$ cat config.mk
export PLATFORM = sky130hd
export DESIGN_NAME = des_key_schedule
export DESIGN_NICKNAME = d
export VERILOG_FILES = /design/src/rtl/des_pkg.sv /design/src/rtl/des_pc2_perm.sv /design/src/rtl/des_key_schedule.sv
export SDC_FILE = /design/constraint.sdc
export NUM_CORES = 1
export LEC_CHECK = 0
export CELL_PAD_IN_SITES_DETAIL_PLACEMENT = 0
export CELL_PAD_IN_SITES_GLOBAL_PLACEMENT = 1
export CORE_MARGIN = 1.5
export CORE_UTILIZATION = 36
export CTS_BUF_LIST = sky130_fd_sc_hd__clkbuf_16
export DETAILED_ROUTE_END_ITERATION = 6
export GPL_TIMING_DRIVEN = 0
export PLACE_DENSITY = 0.78
export SETUP_SLACK_MARGIN = 0.2
export SYNTH_ARGS = -nofsm -noshare
export SYNTH_HDL_FRONTEND = slang
export SYNTH_SLANG_ARGS = --single-unit
$ cat constraint.sdc
create_clock -name clk -period 3.7 [get_ports clk]
set_input_delay 0.925 -clock clk [delete_from_list [all_inputs] [get_ports clk]]
set_output_delay 0.925 -clock clk [all_outputs]
set_load 0.005 [all_outputs]
$ cat src/rtl/des_pkg.sv
// DES key-schedule tables (PC1, PC2, per-round shifts), helper functions and FSM state type.
package des_pkg;

  typedef enum logic {ST_IDLE, ST_RUN} state_t;

  // PC1: output bit i+1 takes FIPS key bit PC1_TAB[i]
  localparam int PC1_TAB [0:55] = '{
    57, 49, 41, 33, 25, 17,  9,  1, 58, 50, 42, 34, 26, 18,
    10,  2, 59, 51, 43, 35, 27, 19, 11,  3, 60, 52, 44, 36,
    63, 55, 47, 39, 31, 23, 15,  7, 62, 54, 46, 38, 30, 22,
    14,  6, 61, 53, 45, 37, 29, 21, 13,  5, 28, 20, 12,  4
  };

  // PC2: subkey bit j+1 takes C||D bit PC2_TAB[j]
  localparam int PC2_TAB [0:47] = '{
    14, 17, 11, 24,  1,  5,  3, 28, 15,  6, 21, 10,
    23, 19, 12,  4, 26,  8, 16,  7, 27, 20, 13,  2,
    41, 52, 31, 37, 47, 55, 30, 40, 51, 45, 33, 48,
    44, 49, 39, 56, 34, 53, 46, 42, 50, 36, 29, 32
  };

  localparam int SHIFT_TAB [1:16] = '{1, 1, 2, 2, 2, 2, 2, 2, 1, 2, 2, 2, 2, 2, 2, 1};

  function automatic int cum_shift(input int n);
    int s;
    s = 0;
    for (int i = 1; i <= 16; i++) begin
      if (i <= n) s += SHIFT_TAB[i];
    end
    return s;
  endfunction

  // Shift amount of a runtime round number; zero outside 1..16
  function automatic int shift_at(input logic [4:0] r);
    int s;
    s = 0;
    for (int i = 1; i <= 16; i++) begin
      if (r == 5'(i)) s = SHIFT_TAB[i];
    end
    return s;
  endfunction

  // Vector MSB is FIPS bit 1, so a FIPS left rotation is a vector left rotation
  function automatic logic [27:0] rotl28(input logic [27:0] x, input int s);
    return (x << s) | (x >> (28 - s));
  endfunction

endpackage

$ cat src/rtl/des_pc2_perm.sv
// PC2 compression: 56-bit C||D to 48-bit subkey, purely combinational.
module des_pc2_perm
  import des_pkg::*;
(
  input  logic [55:0] cd,
  output logic [47:0] subkey
);

  for (genvar gi = 0; gi < 48; gi++) begin : g_pc2
    assign subkey[47 - gi] = cd[56 - PC2_TAB[gi]];
  end

  // PC2 drops C||D bits 9, 18, 22, 25, 35, 38, 43 and 54
  logic unused_cd;
  assign unused_cd = ^{cd[47], cd[38], cd[34], cd[31], cd[21], cd[18], cd[13], cd[2]};

endmodule

$ cat src/rtl/des_key_schedule.sv
// DES key schedule streaming ROUNDS subkeys in encrypt or decrypt order.
// Define DES_KEY_PARITY_CHECK_EN to register an odd-parity check of each key byte.
module des_key_schedule
  import des_pkg::*;
#(
  parameter int ROUNDS = 16
) (
  input  logic        clk,
  input  logic        rst,
  input  logic [63:0] key_in,
  input  logic        mode,
  input  logic        start_valid,
  output logic        start_ready,
  output logic [47:0] subkey,
  output logic        subkey_valid,
  input  logic        subkey_ready,
  output logic [4:0]  round_idx,
  output logic        last,
  output logic        parity_err
);

  localparam logic [4:0] LAST_ENC = 5'(ROUNDS);
  localparam int         DEC_PRE  = cum_shift(ROUNDS) % 28;

  state_t      state_reg, state_next;
  logic [27:0] c_reg, c_next;
  logic [27:0] d_reg, d_next;
  logic [4:0]  round_reg, round_next;
  logic        mode_reg, mode_next;
  logic [55:0] pc1_cd;
  logic        start_fire;
  logic        advance;

  for (genvar gi = 0; gi < 56; gi++) begin : g_pc1
    assign pc1_cd[55 - gi] = key_in[64 - PC1_TAB[gi]];
  end

  assign start_ready  = (state_reg == ST_IDLE) && !rst;
  assign subkey_valid = (state_reg == ST_RUN) && !rst;
  assign round_idx    = round_reg;
  assign last         = subkey_valid &&
                        (mode_reg ? (round_reg == 5'd1) : (round_reg == LAST_ENC));
  assign start_fire   = start_valid && start_ready;
  assign advance      = subkey_valid && subkey_ready;

  always_comb begin
    state_next = state_reg;
    c_next     = c_reg;
    d_next     = d_reg;
    round_next = round_reg;
    mode_next  = mode_reg;
    case (state_reg)
      ST_IDLE: begin
        if (start_fire) begin
          state_next = ST_RUN;
          mode_next  = mode;
          // Decrypt jumps straight to the last round's rotation
          if (mode) begin
            c_next     = rotl28(pc1_cd[55:28], DEC_PRE);
            d_next     = rotl28(pc1_cd[27:0], DEC_PRE);
            round_next = LAST_ENC;
          end else begin
            c_next     = rotl28(pc1_cd[55:28], SHIFT_TAB[1]);
            d_next     = rotl28(pc1_cd[27:0], SHIFT_TAB[1]);
            round_next = 5'd1;
          end
        end
      end
      ST_RUN: begin
        if (advance) begin
          if (last) begin
            state_next = ST_IDLE;
          end else if (mode_reg) begin
            c_next     = rotl28(c_reg, 28 - shift_at(round_reg));
            d_next     = rotl28(d_reg, 28 - shift_at(round_reg));
            round_next = round_reg - 5'd1;
          end else begin
            c_next     = rotl28(c_reg, shift_at(round_reg + 5'd1));
            d_next     = rotl28(d_reg, shift_at(round_reg + 5'd1));
            round_next = round_reg + 5'd1;
          end
        end
      end
      default: state_next = ST_IDLE;
    endcase
  end

  always_ff @(posedge clk) begin
    if (rst) begin
      state_reg <= ST_IDLE;
      c_reg     <= '0;
      d_reg     <= '0;
      round_reg <= '0;
      mode_reg  <= 1'b0;
    end else begin
      state_reg <= state_next;
      c_reg     <= c_next;
      d_reg     <= d_next;
      round_reg <= round_next;
      mode_reg  <= mode_next;
    end
  end

  des_pc2_perm u_pc2 (
    .cd     ({c_reg, d_reg}),
    .subkey (subkey)
  );

`ifdef DES_KEY_PARITY_CHECK_EN
  logic [7:0] byte_even;
  logic       parity_reg;

  for (genvar gi = 0; gi < 8; gi++) begin : g_par
    assign byte_even[gi] = ~^key_in[8*gi +: 8];
  end

  always_ff @(posedge clk) begin
    if (rst) begin
      parity_reg <= 1'b0;
    end else if (start_fire) begin
      parity_reg <= |byte_even;
    end
  end

  assign parity_err = parity_reg;
`else
  assign parity_err = 1'b0;

  // The eight parity bits of the key are not part of PC1
  logic unused_key_par;
  assign unused_key_par = ^{key_in[56], key_in[48], key_in[40], key_in[32],
                            key_in[24], key_in[16], key_in[8], key_in[0]};
`endif

endmodule

==> parameters.txt <==
Parameter                              Value

Status
  Result of the run ... completed

Global route
  Global-route wire length before repair ... about 44 mm
  Sum of overflow across all layers after global routing ... 0
  Global-route usage over all layers ... 27.49%
  Pin count of the biggest net entering global routing ... 12
  Number of global-route vias before repair ... 7497
  Number of antenna violations at the first check in global routing ... 0

Pwr
  IR drop worst, VDD ... approximately 0.25 mV
  Part of the total power dissipated in combinational logic ... between 30% and 40%
  Switching fraction of total power ... between 30% and 40%
  Reg power frac ... between 20% and 30%
  Power Density ... 320.2 nW/um2
  Switching pwr ... between 1000 and 1500 uW
  Total power of the final layout ... 2935 uW
  Clock power frac ... a little under a third
  Cell leakage power ... 0.004110 uW
  Internal power ... 1855 uW

Detailed routing
  Final routed wirelength across all metal layers ... 28.53 mm
  Via-per-instance ratio ... between 5 and 6
  Detailed router's first-iteration violation count ... about 800
  Routed wire length per instance ... 20.71 um
  Via count of the routed design ... 8163
  Drt pass-1 iters ... 5
  Detailed-route DRC error count ... 0
  Remaining antenna violation count after routing ... 0

Floorplan
  Number of standard-cell rows in the floorplan ... 51
  Starting Density ... a little over a third
  # IOs ... between 100 and 150
  Die Height ... 143.4 um
  Area of the die ... a little over 20000 um2
  Core footprint ... between 15000 and 20000 um2
  Horizontal die dimension ... between 100 and 150 um

Worst setup path
  Endpoint kind of the worst setup timing path ... primary output
  Maximum net fanout on the critical path ... 10
  Worst r2r path cells ... 14
  Internal reg-to-reg setup slack ... 0.34 ns
  Critical path start-end classification ... in2out
  Arrival @ worst endpoint ... approximately 2.5 ns
  Capture point of the worst reg-to-reg path ... c_reg[0]$_SDFFE_PP0P_
  Worst reg2reg startpoint ... round_idx[0]$_SDFFE_PP0P_
  Startpoint kind of the worst setup timing path ... primary input
  Critical path data required time ... between 2 and 3 ns

Final layout
  Fin nets ... 1187
  Signed area change from the synthesized netlist to the final layout ... 29.19%
  Ratio of cells with drive above 1 in the final layout ... between 10% and 20%
  Non-Filler Cell Area, Final ... just over 9000 um2
  Total inserted antenna cells ... 0

Yosys
  Compound-Gate Fraction of Synth Area ... 32.17%
  Synth unique cells ... 63
  Primary flip-flop cell chosen by synthesis mapping ... sky130_fd_sc_hd__dfxtp_1
  Syn_nets ... between 1000 and 1500
  Parity-gate share of the synthesized area counting xor and xnor cells ... 0.3527%
  Arithmetic-cell share of the synthesized area counting full adders, half adders and majority gates ... 1.587%
  Number of synthesis warnings ... 0
  Avg Inst Size Synth ... 7.284 um2
  Share of cell area taken by muxes after synthesis ... about 17%
  Number of flops mapped to enable cells by yosys ... 0
  Number of instances in the synthesized netlist ... between 900 and 1000
  Share of synthesized cell area in and, or, nand and nor gates ... between 10% and 20%
  Proportion of register bits with asynchronous set or reset after synthesis ... 0%
  Area of the mapped netlist ... ~7100 um2
  Post-synthesis register bit count ... 63
  Sequential fraction of the synthesis area ... 17.78%
  Largest family of logic cells by synthesized area ... compound AO/OA/AOI/OAI gates

Clock tree
  Clk Tree Root Cell ... sky130_fd_sc_hd__clkbuf_16
  Sinks on the clock net ... 63
  Clock transition at path regs ... roughly 0.050 ns
  Source-to-sink clock delay at the later pin of the worst-skew pair ... approximately 0.35 ns
  Clock buffers created by TritonCTS ... 9
  Count of hold buffers inserted by post-cts repair ... 0
  Depth of the CTS H-tree ... 3
  Clock tree from TritonCTS ... yes
  Clock buffer depth ... 2

Place
  Final estimated routing congestion in global placement ... roughly 0.97
  Number of I/O port buffers ... around 120
  Post-detailed-placement cell area ... 8584 um2
  Hpwl dp ... 20.14 mm

Timing
  Final Hold Viols ... 0
  Setup repair after global routing missed its margin ... no
  Final-report setup violation count ... 0
  Clock tree skew after final layout ... ~0.0045 ns
  Final critical path time including I/O delays and setup ... around 3.4 ns
  Worst rel slew slack ... about a third
  Maximum frequency from static timing analysis ... about 0.29 GHz
  Final clock period utilization by the worst path ... just over 90%
  Final slew viol count ... 0
  Transition time at the pin with the least slew margin ... ~0.99 ns
  Final TNS setup ... 0 ns

Min path
  Number of cells on the worst hold path ... 2
  Worst hold-check path type ... reg2reg
  Startpoint of the worst hold path ... round_idx[1]$_SDFFE_PP0P_
  Hold endpoint ... round_idx[1]$_SDFFE_PP0P_

Run
  Max-cap violation count ... 0
timing repair:
action / in CTS / in global routing
pin swaps: 3 / 3
setup buffers: 6 / 3
endpoints found under the setup margin: 58 / 56
resized for setup: 36 / 24
cells in the mapped netlist, drive strengths merged, types with 3 or more instances:
| library cell | instances | area, um2 |
|---|---|---|
| o21a | 3 | 22.52 |
| nor3 | 8 | 40.04 |
| nor2b | 10 | 62.56 |
| nor2 | 30 | 115.1 |
| o211ai | 53 | 402.9 |
| buf | 98 | 665.6 |
| o2111ai | 3 | 26.28 |
| nand4 | 3 | 18.77 |
| nand3 | 52 | 265.3 |
| a211oi | 7 | 57.55 |
| nor3b | 3 | 22.52 |
| o221ai | 3 | 32.53 |
| clkbuf | 52 | 195.2 |
| and3 | 3 | 18.77 |
| mux2i | 116 | 1165 |
| a311oi | 9 | 78.83 |
| nand2 | 161 | 604.3 |
| nand2b | 6 | 37.54 |
| a21oi | 30 | 150.1 |
| a21o | 40 | 300.3 |
| ha | 9 | 112.6 |
| mux2 | 4 | 45.04 |
| a31oi | 51 | 319.1 |
| a2bb2oi | 4 | 35.03 |
| o22ai | 4 | 25.02 |
| and2 | 5 | 31.28 |
| o21ai | 66 | 341.6 |
| inv | 11 | 46.29 |
| dfxtp | 63 | 1261 |
| o311ai | 42 | 367.9 |
logic make-up (layout without fill, tap and decap cells):
kind of cell | Yosys count | in the layout
AOI/OAI and AO/OA | 328 | 328
and+or+nand+nor | 290 | 290
buffers and inverters | 161 | 300
muxes | 120 | 120
DFF | 63 | 63
adders and majority gates | 9 | 9
xor gates and xnor gates | 2 | 2
other | 1 | 1
metal layers:
layer	track usage, %	part of all wire (%)	vias up
met4	8.700	2.9	0
met3	4.665	6.7	64
met2	43.70	46	372
li1	-	-	3858
met1	37.71	45	3869
met5	0	0	-
critical path: stages:
cell,delay [ns]
sky130_fd_sc_hd__dlygate4sd2_1,0.44
sky130_fd_sc_hd__buf_4,0.30
sky130_fd_sc_hd__buf_2,0.29
sky130_fd_sc_hd__nor3b_1,0.08
sky130_fd_sc_hd__clkdlybuf4s50_1,0.46
power groups by stage:
stage,combinational [uW],sequential (uW),clock [uW]
finish,1150,854,928
global route,1240,865,967
CTS,1120,851,939
detailed placement,1080,865,0
global placement,1080,866,0
floorplan,711,819,0
cells in the final DEF (no fill, tap or decap), types with 3 or more instances in the layout:
cell and count:
sky130_fd_sc_hd__inv_1 9, sky130_fd_sc_hd__a311oi_1 9, sky130_fd_sc_hd__clkdlybuf4s50_1 114, sky130_fd_sc_hd__buf_4 66, sky130_fd_sc_hd__o22ai_1 4, sky130_fd_sc_hd__mux2i_1 115
sky130_fd_sc_hd__nor2b_1 8, sky130_fd_sc_hd__buf_2 26, sky130_fd_sc_hd__dfxtp_1 61, sky130_fd_sc_hd__buf_1 6, sky130_fd_sc_hd__o2111ai_1 3, sky130_fd_sc_hd__buf_6 11
sky130_fd_sc_hd__ha_1 4, sky130_fd_sc_hd__a21oi_1 29, sky130_fd_sc_hd__nand4_1 3, sky130_fd_sc_hd__nor3_1 7, sky130_fd_sc_hd__clkbuf_1 44, sky130_fd_sc_hd__ha_4 4
sky130_fd_sc_hd__nand3_1 51, sky130_fd_sc_hd__a2bb2oi_1 4, sky130_fd_sc_hd__and2_1 5, sky130_fd_sc_hd__a21o_1 40, sky130_fd_sc_hd__o21ai_0 63, sky130_fd_sc_hd__nand2b_1 6
sky130_fd_sc_hd__and3_1 3, sky130_fd_sc_hd__o21a_1 3, sky130_fd_sc_hd__o211ai_1 52, sky130_fd_sc_hd__nand2_1 161, sky130_fd_sc_hd__o311ai_0 42, sky130_fd_sc_hd__a211oi_1 5
sky130_fd_sc_hd__clkbuf_16 9, sky130_fd_sc_hd__mux2_2 4, sky130_fd_sc_hd__a31oi_1 51, sky130_fd_sc_hd__nor2_1 27
final cells by class:
type | instances | area (um2)
Timing Repair Buffer | 124 | 1217
Tap cell | 265 | 331.6
Multi-Input combinational cell | 750 | 5076
Clock buffer | 9 | 225.2
Buffer | 150 | 922.1
Inverter | 11 | 46.29
Clock inverter | 6 | 77.57
Fill cell | 2042 | 10230
Sequential cell | 63 | 1269
through the flow:
step / cells / setup slack (ns) / utilization, % / hold WS [ns]
final: 1378 / 0.2627 / 47.25 / 0.5261
after global routing: 1378 / 0.2148 / 47.25 / 0.5386
after CTS: 1375 / 0.2102 / 46.60 / 0.5140
after detailed placement: 1354 / -0.8613 / 44.25 / 0.5500
after global placement: 1354 / -0.9362 / 44.25 / 0.5586
after floorplan: 974 / 0.2071 / - / 0.5111
worst max path at each step:
stage / start / cells past startpoint / slack, ns / end
2_1_floorplan: round_idx[0]$_SDFFE_PP0P_ / 18 / 0.21 / d_reg[1]$_SDFFE_PP0P_
3_3_place_gp: round_idx[0]$_SDFFE_PP0P_ / 16 / -0.94 / d_reg[23]$_SDFFE_PP0P_
3_5_place_dp: round_idx[0]$_SDFFE_PP0P_ / 16 / -0.86 / d_reg[19]$_SDFFE_PP0P_
4_1_cts: round_idx[0]$_SDFFE_PP0P_ / 18 / 0.21 / d_reg[1]$_SDFFE_PP0P_
5_1_grt: round_idx[0]$_SDFFE_PP0P_ / 14 / 0.21 / d_reg[3]$_SDFFE_PP0P_
6_report: rst / 5 / 0.26 / last
Power figures use the tool's default switching activity.
